===== config.mk =====
export PLATFORM = sky130hd
export DESIGN_NAME = sprite_rom_arbiter
export DESIGN_NICKNAME = d
export VERILOG_FILES = /design/src/rtl/sprite_rom_arbiter.sv
export SDC_FILE = /design/constraint.sdc
export NUM_CORES = 1
export LEC_CHECK = 0
export ABC_CLOCK_PERIOD_IN_PS = 5220
export CAP_MARGIN = 20
export CELL_PAD_IN_SITES_DETAIL_PLACEMENT = 2
export CELL_PAD_IN_SITES_GLOBAL_PLACEMENT = 2
export CORE_ASPECT_RATIO = 0.9
export CORE_UTILIZATION = 26
export DETAILED_ROUTE_END_ITERATION = 10
export HOLD_SLACK_MARGIN = 0.12
export PLACE_DENSITY_LB_ADDON = 0.1
export SYNTH_ARGS = -nofsm -noshare
export SYNTH_HDL_FRONTEND = slang
export SYNTH_SLANG_ARGS = --single-unit

===== constraint.sdc =====
create_clock -name CLK -period 5.22 [get_ports CLK]
set_input_delay 0.783 -clock CLK [delete_from_list [all_inputs] [get_ports CLK]]
set_output_delay 0.783 -clock CLK [all_outputs]
set_load 0.1 [all_outputs]

===== src/rtl/sprite_rom_arbiter.sv =====
// Sprite-RAM read-port arbiter: requester 0 has fixed priority, 1..N_REQ-1 are
// served round-robin, and a requester that has waited MAX_WAIT cycles preempts 0.
// Returned data is tagged with the requester index and arrives in grant order.
module sprite_rom_arbiter #(
  parameter int N_REQ    = 9,
  parameter int ID_W     = 4,
  parameter int ADDR_W   = 11,
  parameter int DATA_W   = 9,
  parameter int RAM_LAT  = 1,
  parameter int MAX_WAIT = 7
) (
  input  logic                    CLK,
  input  logic                    RST_N,
  input  logic [N_REQ-1:0]        req,
  input  logic [N_REQ*ADDR_W-1:0] req_addr,
  output logic [N_REQ-1:0]        gnt,
  output logic                    ram_rd,
  output logic [ADDR_W-1:0]       ram_addr,
  input  logic [DATA_W-1:0]       ram_data,
  output logic                    rd_valid,
  output logic [ID_W-1:0]         rd_id,
  output logic [DATA_W-1:0]       rd_data
);

  localparam int CW = (MAX_WAIT < 2) ? 1 : $clog2(MAX_WAIT + 1);
  localparam logic [CW-1:0] WAIT_SAT = CW'(MAX_WAIT);

  logic [ID_W-1:0]   rr_ptr_q, rr_ptr_d;
  logic [CW-1:0]     wait_q [1:N_REQ-1];
  logic [CW-1:0]     wait_d [1:N_REQ-1];
  logic              gnt_any;
  logic [ID_W-1:0]   win_id;
  logic [ID_W:0]     rr_sum;
  logic [ID_W-1:0]   rr_idx;
  logic [ADDR_W-1:0] ram_addr_q, ram_addr_d;
  logic              pv_q  [0:RAM_LAT];
  logic [ID_W-1:0]   pid_q [0:RAM_LAT];
  logic              rd_valid_q;
  logic [ID_W-1:0]   rd_id_q;
  logic [DATA_W-1:0] rd_data_q;

  // Winner selection: starved lowest index, then requester 0, then round-robin from rr_ptr.
  always_comb begin
    gnt_any = 1'b0;
    win_id  = '0;
    rr_sum  = '0;
    rr_idx  = '0;
    for (int unsigned k = 1; k < N_REQ; k++) begin
      if (!gnt_any && req[k] && (wait_q[k] >= WAIT_SAT)) begin
        gnt_any = 1'b1;
        win_id  = ID_W'(k);
      end
    end
    if (!gnt_any && req[0]) begin
      gnt_any = 1'b1;
      win_id  = '0;
    end
    // Wider sum avoids overflow before folding back into 1..N_REQ-1.
    for (int unsigned off = 0; off < N_REQ - 1; off++) begin
      rr_sum = {1'b0, rr_ptr_q} + (ID_W + 1)'(off);
      if (rr_sum > (ID_W + 1)'(N_REQ - 1)) rr_sum = rr_sum - (ID_W + 1)'(N_REQ - 1);
      rr_idx = rr_sum[ID_W-1:0];
      if (!gnt_any && req[rr_idx]) begin
        gnt_any = 1'b1;
        win_id  = rr_idx;
      end
    end
    if (!RST_N) gnt_any = 1'b0;
    gnt = gnt_any ? (N_REQ'(1) << win_id) : '0;
  end

  // Next-state for round-robin pointer, wait counters and registered read address.
  always_comb begin
    rr_ptr_d   = rr_ptr_q;
    ram_addr_d = ram_addr_q;
    if (gnt_any && (win_id != '0)) begin
      rr_ptr_d = (win_id == ID_W'(N_REQ - 1)) ? ID_W'(1) : win_id + ID_W'(1);
    end
    for (int unsigned k = 1; k < N_REQ; k++) begin
      if (req[k] && !gnt[k]) begin
        wait_d[k] = (wait_q[k] == WAIT_SAT) ? wait_q[k] : wait_q[k] + CW'(1);
      end else begin
        wait_d[k] = '0;
      end
    end
    for (int unsigned k = 0; k < N_REQ; k++) begin
      if (gnt[k]) ram_addr_d = req_addr[k*ADDR_W +: ADDR_W];
    end
  end

  // Arbitration state registers.
  always_ff @(posedge CLK or negedge RST_N) begin
    if (!RST_N) begin
      rr_ptr_q   <= ID_W'(1);
      ram_addr_q <= '0;
      for (int unsigned k = 1; k < N_REQ; k++) wait_q[k] <= '0;
    end else begin
      rr_ptr_q   <= rr_ptr_d;
      ram_addr_q <= ram_addr_d;
      for (int unsigned k = 1; k < N_REQ; k++) wait_q[k] <= wait_d[k];
    end
  end

  // Read-tag pipeline: stage 0 is the RAM strobe, stage RAM_LAT lines up with ram_data.
  always_ff @(posedge CLK or negedge RST_N) begin
    if (!RST_N) begin
      for (int unsigned i = 0; i <= RAM_LAT; i++) begin
        pv_q[i]  <= 1'b0;
        pid_q[i] <= '0;
      end
    end else begin
      pv_q[0] <= gnt_any;
      if (gnt_any) pid_q[0] <= win_id;
      for (int unsigned i = 1; i <= RAM_LAT; i++) begin
        pv_q[i]  <= pv_q[i-1];
        pid_q[i] <= pid_q[i-1];
      end
    end
  end

  // Return stage: capture RAM data with its tag; id/data hold between returns.
  always_ff @(posedge CLK or negedge RST_N) begin
    if (!RST_N) begin
      rd_valid_q <= 1'b0;
      rd_id_q    <= '0;
      rd_data_q  <= '0;
    end else begin
      rd_valid_q <= pv_q[RAM_LAT];
      if (pv_q[RAM_LAT]) begin
        rd_id_q   <= pid_q[RAM_LAT];
        rd_data_q <= ram_data;
      end
    end
  end

  assign ram_rd   = pv_q[0];
  assign ram_addr = ram_addr_q;
  assign rd_valid = rd_valid_q;
  assign rd_id    = rd_id_q;
  assign rd_data  = rd_data_q;

endmodule


==> impl_metrics.tcl, run 1 <==
set metrics [dict create \
    status "complete, no violations" \
    syn_area_sq_um 5370 \
    vias 5691 \
    final_hold_viol_count 0 \
    yosysTopAreaCell "dfrtp_1" \
    rsz0062_at_grt "yes" \
    power.leakage_nw 3.43 \
    yosys_warnings 0 \
    swShare_pct 54.2 \
    die_height_microns 138 \
    synth_top_flop_cell "dfrtp_1" \
    final_common_cell "clkdlybuf4s50_1" \
    p_comb_share_pct 76.8 \
    max-clock-path-buffers 2 \
    core_area_sq_um 20100 \
    drt-initial-drc-count 197 \
    htree_levels 3 \
    numCtsBuffers 9 \
    area_growth_pct 49.4 \
    initial_core_util_pct 26.7 \
    grt_max_degree 49 \
    drcViolationCount 0 \
    cp.arrival_ns 4.34 \
    clkLatencyLatePin_ns 0.34 \
    critPathRequiredTime_ns 4.44 \
    crit_path_max_fanout 8 \
    synthDistinctLibCells 75 \
    antenna_cells 0 \
    synth_async_sr_flop_share_pct 100 \
    cts_tree "built" \
    hpwl_microns 20400 \
    syn_inst 588 \
    power_w 0.00603 \
    grt_pass1_wl_microns 39000 \
    grt_pass1_vias 6510 \
    setup_viol 0 \
    post-route-period-util_pct 98.2 \
    drtPass1Iterations 4 \
    clkTransAtPathRegs_ns 0.06 \
    fmax_ghz 0.195 \
    endpoint_kind "output port" \
    ys_top_cells_by_area "dfrtp_1 29%, ha_1 7.9%, mux2_2 4.4%, nor2_1 4.0%, mux2i_1 3.7%" \
    rows 49 \
    cts_sinks 63 \
    synth_edf_count 0 \
    place.gp.congestion 0.880 \
    ioPinCount 154 \
    fin_crit_ns 5.13 \
    seqPwrFrac_pct 12.9 \
    drv_slew 0 \
    nFillCells 2195 \
    p_switching_w 0.00327 \
    ant_nets 0 \
    die_x_microns 154 \
    synth_nets 741 \
    worst_slew_pin_slew_ns 1.05 \
    routed_via_density 5.49 \
    fin_worst_skew_ns 0.00818 \
    fin_nets 929 \
    ir_drop_v 0.000384 \
    seq_area_frac_synth_pct 29.4 \
    wl_microns 25000 \
    yosys.area.top_type_share_pct 28.9 \
    hold_path_class "flip-flop to flip-flop" \
    path_class "input port to output port" \
    drv_cap 0 \
    ys_ff_latch 63 \
    drt-wirelength-per-cell_microns 24.1 \
    setup_tns_ns 0 \
    dieArea_sq_um 21200 \
    cts_root_buf "clkbuf_16" \
    overflow 0 \
    syn_avg_cell_area_sq_um 9.14 \
    critPathLaunchType "input port" \
    final_cell_mix "142 x clkdlybuf4s50_1, 62 x dfrtp_1, 56 x nor2_1" \
    slew_headroom_pct 30.0 \
    p_int_w 0.00276 \
    stdcell_count 1036 \
    dp_cells 1017 \
    power_density_nw_per_um2 752 \
    drive_gt1_share_pct 19.5 \
    clockPowerShare_pct 10.3 \
    io_buffers 153 \
    grt_usage_pct 24.2 \
    antenna_found_initial 0 \
]
==> stage by stage <==
step | hold slack (ns) | worst slack [ns] | util (%) | area, sq um
detailed placement | 0.374 | -0.156 | 37.7 | 7580
finish | 0.384 | 0.0949 | 39.9 | 8020
CTS | 0.390 | 0.00740 | 39.3 | 7910
global route | 0.400 | -0.0328 | 39.9 | 8020
global placement | 0.368 | 0.0323 | 37.7 | 7580
floorplan | 0.354 | -0.0843 | - | 5400
==> synth_stat cells, types with 3 or more instances <==
library cell,number
clkbuf_1,12
xnor2_1,5
nor2_1,57
a21boi_0,3
a211oi_1,3
o21a_1,7
o22ai_1,4
o211ai_1,9
a211o_1,12
ha_1,34
dfrtp_1,62
nor4_1,3
buf_2,16
xor2_1,12
mux2i_1,20
mux4_2,6
a221o_1,12
a31oi_1,17
nor3b_1,6
nand2b_1,4
o221ai_1,21
nand3_1,15
a32oi_1,3
inv_1,21
nand4_1,3
a21oi_1,17
nor3_1,14
o31ai_1,13
a21o_1,3
nor2b_1,6
o211a_1,4
o21ai_0,19
and3_1,12
o2111ai_1,6
nand2_1,39
and2_1,7
mux2_2,21
or3_1,4
o22a_1,12
==> routing by layer <==
| layer | track usage, % | vias to the layer above | wire length (microns) | part of all wire (%) |
|---|---|---|---|---|
| met5 | 0 | - | 0 | 0 |
| met4 | 6.26 | 0 | 486 | 1.9 |
| met3 | 4.67 | 30 | 952 | 3.8 |
| met2 | 41.0 | 130 | 12100 | 49 |
| met1 | 31.3 | 2882 | 11400 | 46 |
| li1 | - | 2649 | - | - |
==> worst max-delay path, stage by stage <==
cell	delay (ns)
clkdlybuf4s50_1	0.49
mux4_2	0.62
mux2_2	0.34
a22o_4	0.29
nor3_2	0.18
buf_4	0.17
nand3_1	0.12
nor4_4	0.33
nor2_2	0.11
inv_1	0.10
ha_1	0.21
ha_1	0.18
nand2_1	0.09
inv_2	0.13
buf_12	0.18
==> state kept, by name, summed over array words and instances (netlist names) <==
register	count
rd_valid	1
rd_id	4
rr_ptr_q	4
rd_data	9
pid_q	8
ram_addr	11
ram_rd	1
pv_q	1
wait_q	24
==> power groups by stage <==
stage	Clock [W]	Sequential (W)	Combinational [W]
after floorplan	0	0.00124	0.00241
after global placement	0	0.000771	0.00441
after detailed placement	0	0.000784	0.00448
after CTS	0.000640	0.000778	0.00453
after global routing	0.000657	0.000797	0.00497
final	0.000622	0.000778	0.00463
==> timing repair <==
action                     in CTS  in global routing
cloned                          0                  0
hold buffers                    0                  0
pin swaps                       1                  3
buffers inserted                0                  3
resized for setup               7                 20
setup endpoints to repair       7                 19
==> kinds of logic (layout without fill, tap and decap cells) <==
logic type,count (synthesis),count (layout),synth area share (%)
fa+ha+maj,34,34,7.92
simple gates,183,183,17.0
buf+inv,55,248,4.50
xor+xnor,17,17,2.77
mux,48,48,11.1
flops,63,63,29.4
compound gates,188,188,27.3
==> path summary, 6_finish.rpt <==
kind                             start     endpoint  slack [ns]  cells after the start
max in group asynchronous        RST_N    wait_q[2]        3.79                      2
hold reg to reg               pid_q[6]     pid_q[2]        0.38                      0
min in group asynchronous        RST_N   rd_data[4]        0.39                      1
hold / removal                pid_q[6]     pid_q[2]        0.38                      0
setup reg to reg           rr_ptr_q[2]  ram_addr[7]        0.33                     18
setup / recovery                req[0]       gnt[7]        0.09                     15
==> cell type report <==
cell class	count	area, sq um	area share, %
flip-flops and latches	63	1580	19.7
multi-input cells	470	3670	45.7
clock buffers	10	239	2.98
repair buffers	209	2060	25.6
well taps	255	319	3.98
inverters	23	93.8	1.17
clock inverters	6	68.8	0.858
(Power assumes the default switching activity.)
==> run 2: changes to the inputs <==
TNS_END_PERCENT = 20   (was default)
==> impl_metrics.tcl, run 2 (synthesized netlist as in run 1, its figures left out) <==
set metrics [dict create \
    ioPinCount 154 \
    ant_nets 0 \
    io_buffers 153 \
    setup_viol 0 \
    fmax_ghz 0.198 \
    grt_pass1_vias 6489 \
    place.gp.congestion 0.880 \
    final_cell_mix "143 x clkdlybuf4s50_1, 61 x dfrtp_1, 56 x nor2_1" \
    dp_cells 1015 \
    ir_drop_v 0.000399 \
    hpwl_microns 19600 \
    grt_usage_pct 23.1 \
    hold_path_class "flip-flop to flip-flop" \
    power.leakage_nw 3.42 \
    cp.arrival_ns 4.26 \
    regMostFlops "wait_q" \
    fin_worst_skew_ns 0.00688 \
    antenna_found_initial 2 \
    die_height_microns 138 \
    rsz0062_at_grt "yes" \
    vias 5693 \
    power_density_nw_per_um2 744 \
    drtPass1Iterations 4 \
    overflow 0 \
    endpoint_kind "output port" \
    final_hold_viol_count 0 \
    largest_register_ff_count 24 \
    place_area_sq_um 7560 \
    status "complete, no violations" \
    cts_sinks 63 \
    crit_path_max_fanout 8 \
    antenna_cells 0 \
    slew_headroom_pct 29.8 \
    drv_slew 0 \
    final_area_sq_um 8000 \
    die_x_microns 154 \
    fin_nets 926 \
    drcViolationCount 0 \
    path_class "input port to output port" \
    drv_cap 0 \
    area_growth_pct 49.0 \
    wl_microns 24200 \
    max-clock-path-buffers 2 \
    drive_gt1_share_pct 18.9 \
    core_area_sq_um 20100 \
    rows 49 \
    crit_chain "clkdlybuf4s50_1, mux4_2, mux2_2, a22o_4, or3_4, or4_4, a22oi_4, nor3_2, and2_1, buf_12" \
    grt_pass1_wl_microns 37600 \
    dieArea_sq_um 21200 \
    initial_core_util_pct 26.7 \
    critPathSlowestCell "mux4_2" \
    worst_slew_pin_slew_ns 1.05 \
    final_common_cell "clkdlybuf4s50_1" \
    fin_crit_ns 5.05 \
    drt-initial-drc-count 248 \
    cts_tree "built" \
    grt_max_degree 64 \
    post-route-period-util_pct 96.7 \
    critPathRequiredTime_ns 4.44 \
    drt-wirelength-per-cell_microns 23.4 \
    stdcell_count 1033 \
    clkTransAtPathRegs_ns 0.06 \
    htree_levels 3 \
    clkLatencyLatePin_ns 0.34 \
    hold_buffers 0 \
    cts_root_buf "clkbuf_16" \
    cpPeakStageDelay_ns 0.58 \
    critPathLaunchType "input port" \
    numCtsBuffers 9 \
    routed_via_density 5.51 \
]
run 2: cell types whose count changed in the layout (fill, tap and decap cells not counted), moves of 2 or more:
| cell | delta |
|---|---|
| buf_4 | -3 |
| clkinvlp_4 | -2 |
| inv_1 | +3 |
| o311ai_2 | -2 |
run 2: worst max-delay path, delay by kind of cell:
kind / cells / cell delay (ns)
buf+inv: 2 / 0.69
compound gates: 2 / 0.62
mux: 2 / 0.90
simple gates: 4 / 1.28
run 2: final cells by class:
cell class / instances / area [sq um]
Tap cell: 255 / 319
Sequential cell: 63 / 1580
Fill cell: 2155 / 12100
Clock inverter: 6 / 68.8
Inverter: 23 / 86.3
Timing Repair Buffer: 206 / 2030
Clock buffer: 10 / 239
Multi-Input combinational cell: 470 / 3680
run 2: timing repair:
action	4_1_cts	5_1_grt
pin swaps	0	3
resized for setup	8	21
buffers inserted	0	2
setup endpoints to repair	19	19
run 2: metrics by stage:
step	total power, W	utilization, %	hold WS [ns]	setup TNS [ns]	worst slack, ns
after floorplan	0.00364	-	0.354	-1.98	-0.169
after global placement	0.00508	37.6	0.367	0	0.00939
after detailed placement	0.00519	37.6	0.368	-0.558	-0.0911
after CTS	0.00589	39.3	0.385	0	0.0240
after global routing	0.00635	39.8	0.399	-0.299	-0.0856
final	0.00596	39.8	0.383	0	0.175
run 2: final timing paths:
kind	start	end	slack [ns]	cells after the start
max reg2reg	rr_ptr_q[2]	ram_addr[5]	0.38	16
min in group asynchronous	RST_N	wait_q[2]	0.68	2
max in group asynchronous	RST_N	wait_q[20]	3.95	2
max	req[1]	gnt[1]	0.17	10
min	ram_rd	pv_q[0]	0.38	0
min reg2reg	ram_rd	pv_q[0]	0.38	0
run 2: power breakdown:
part | internal, W | switching (W)
clock | 0.000385 | 0.000235
sequential | 0.000663 | 0.000120
combinational | 0.00172 | 0.00284
total | 0.00276 | 0.00319
run 2: per-layer routing:
layer | global-route usage (%) | share of wire [%] | wire, microns
met3 | 4.92 | 4.3 | 1050
met5 | 0 | 0 | 0
met2 | 39.3 | 48 | 11600
met1 | 28.6 | 44 | 10700
met4 | 8.26 | 3.1 | 737
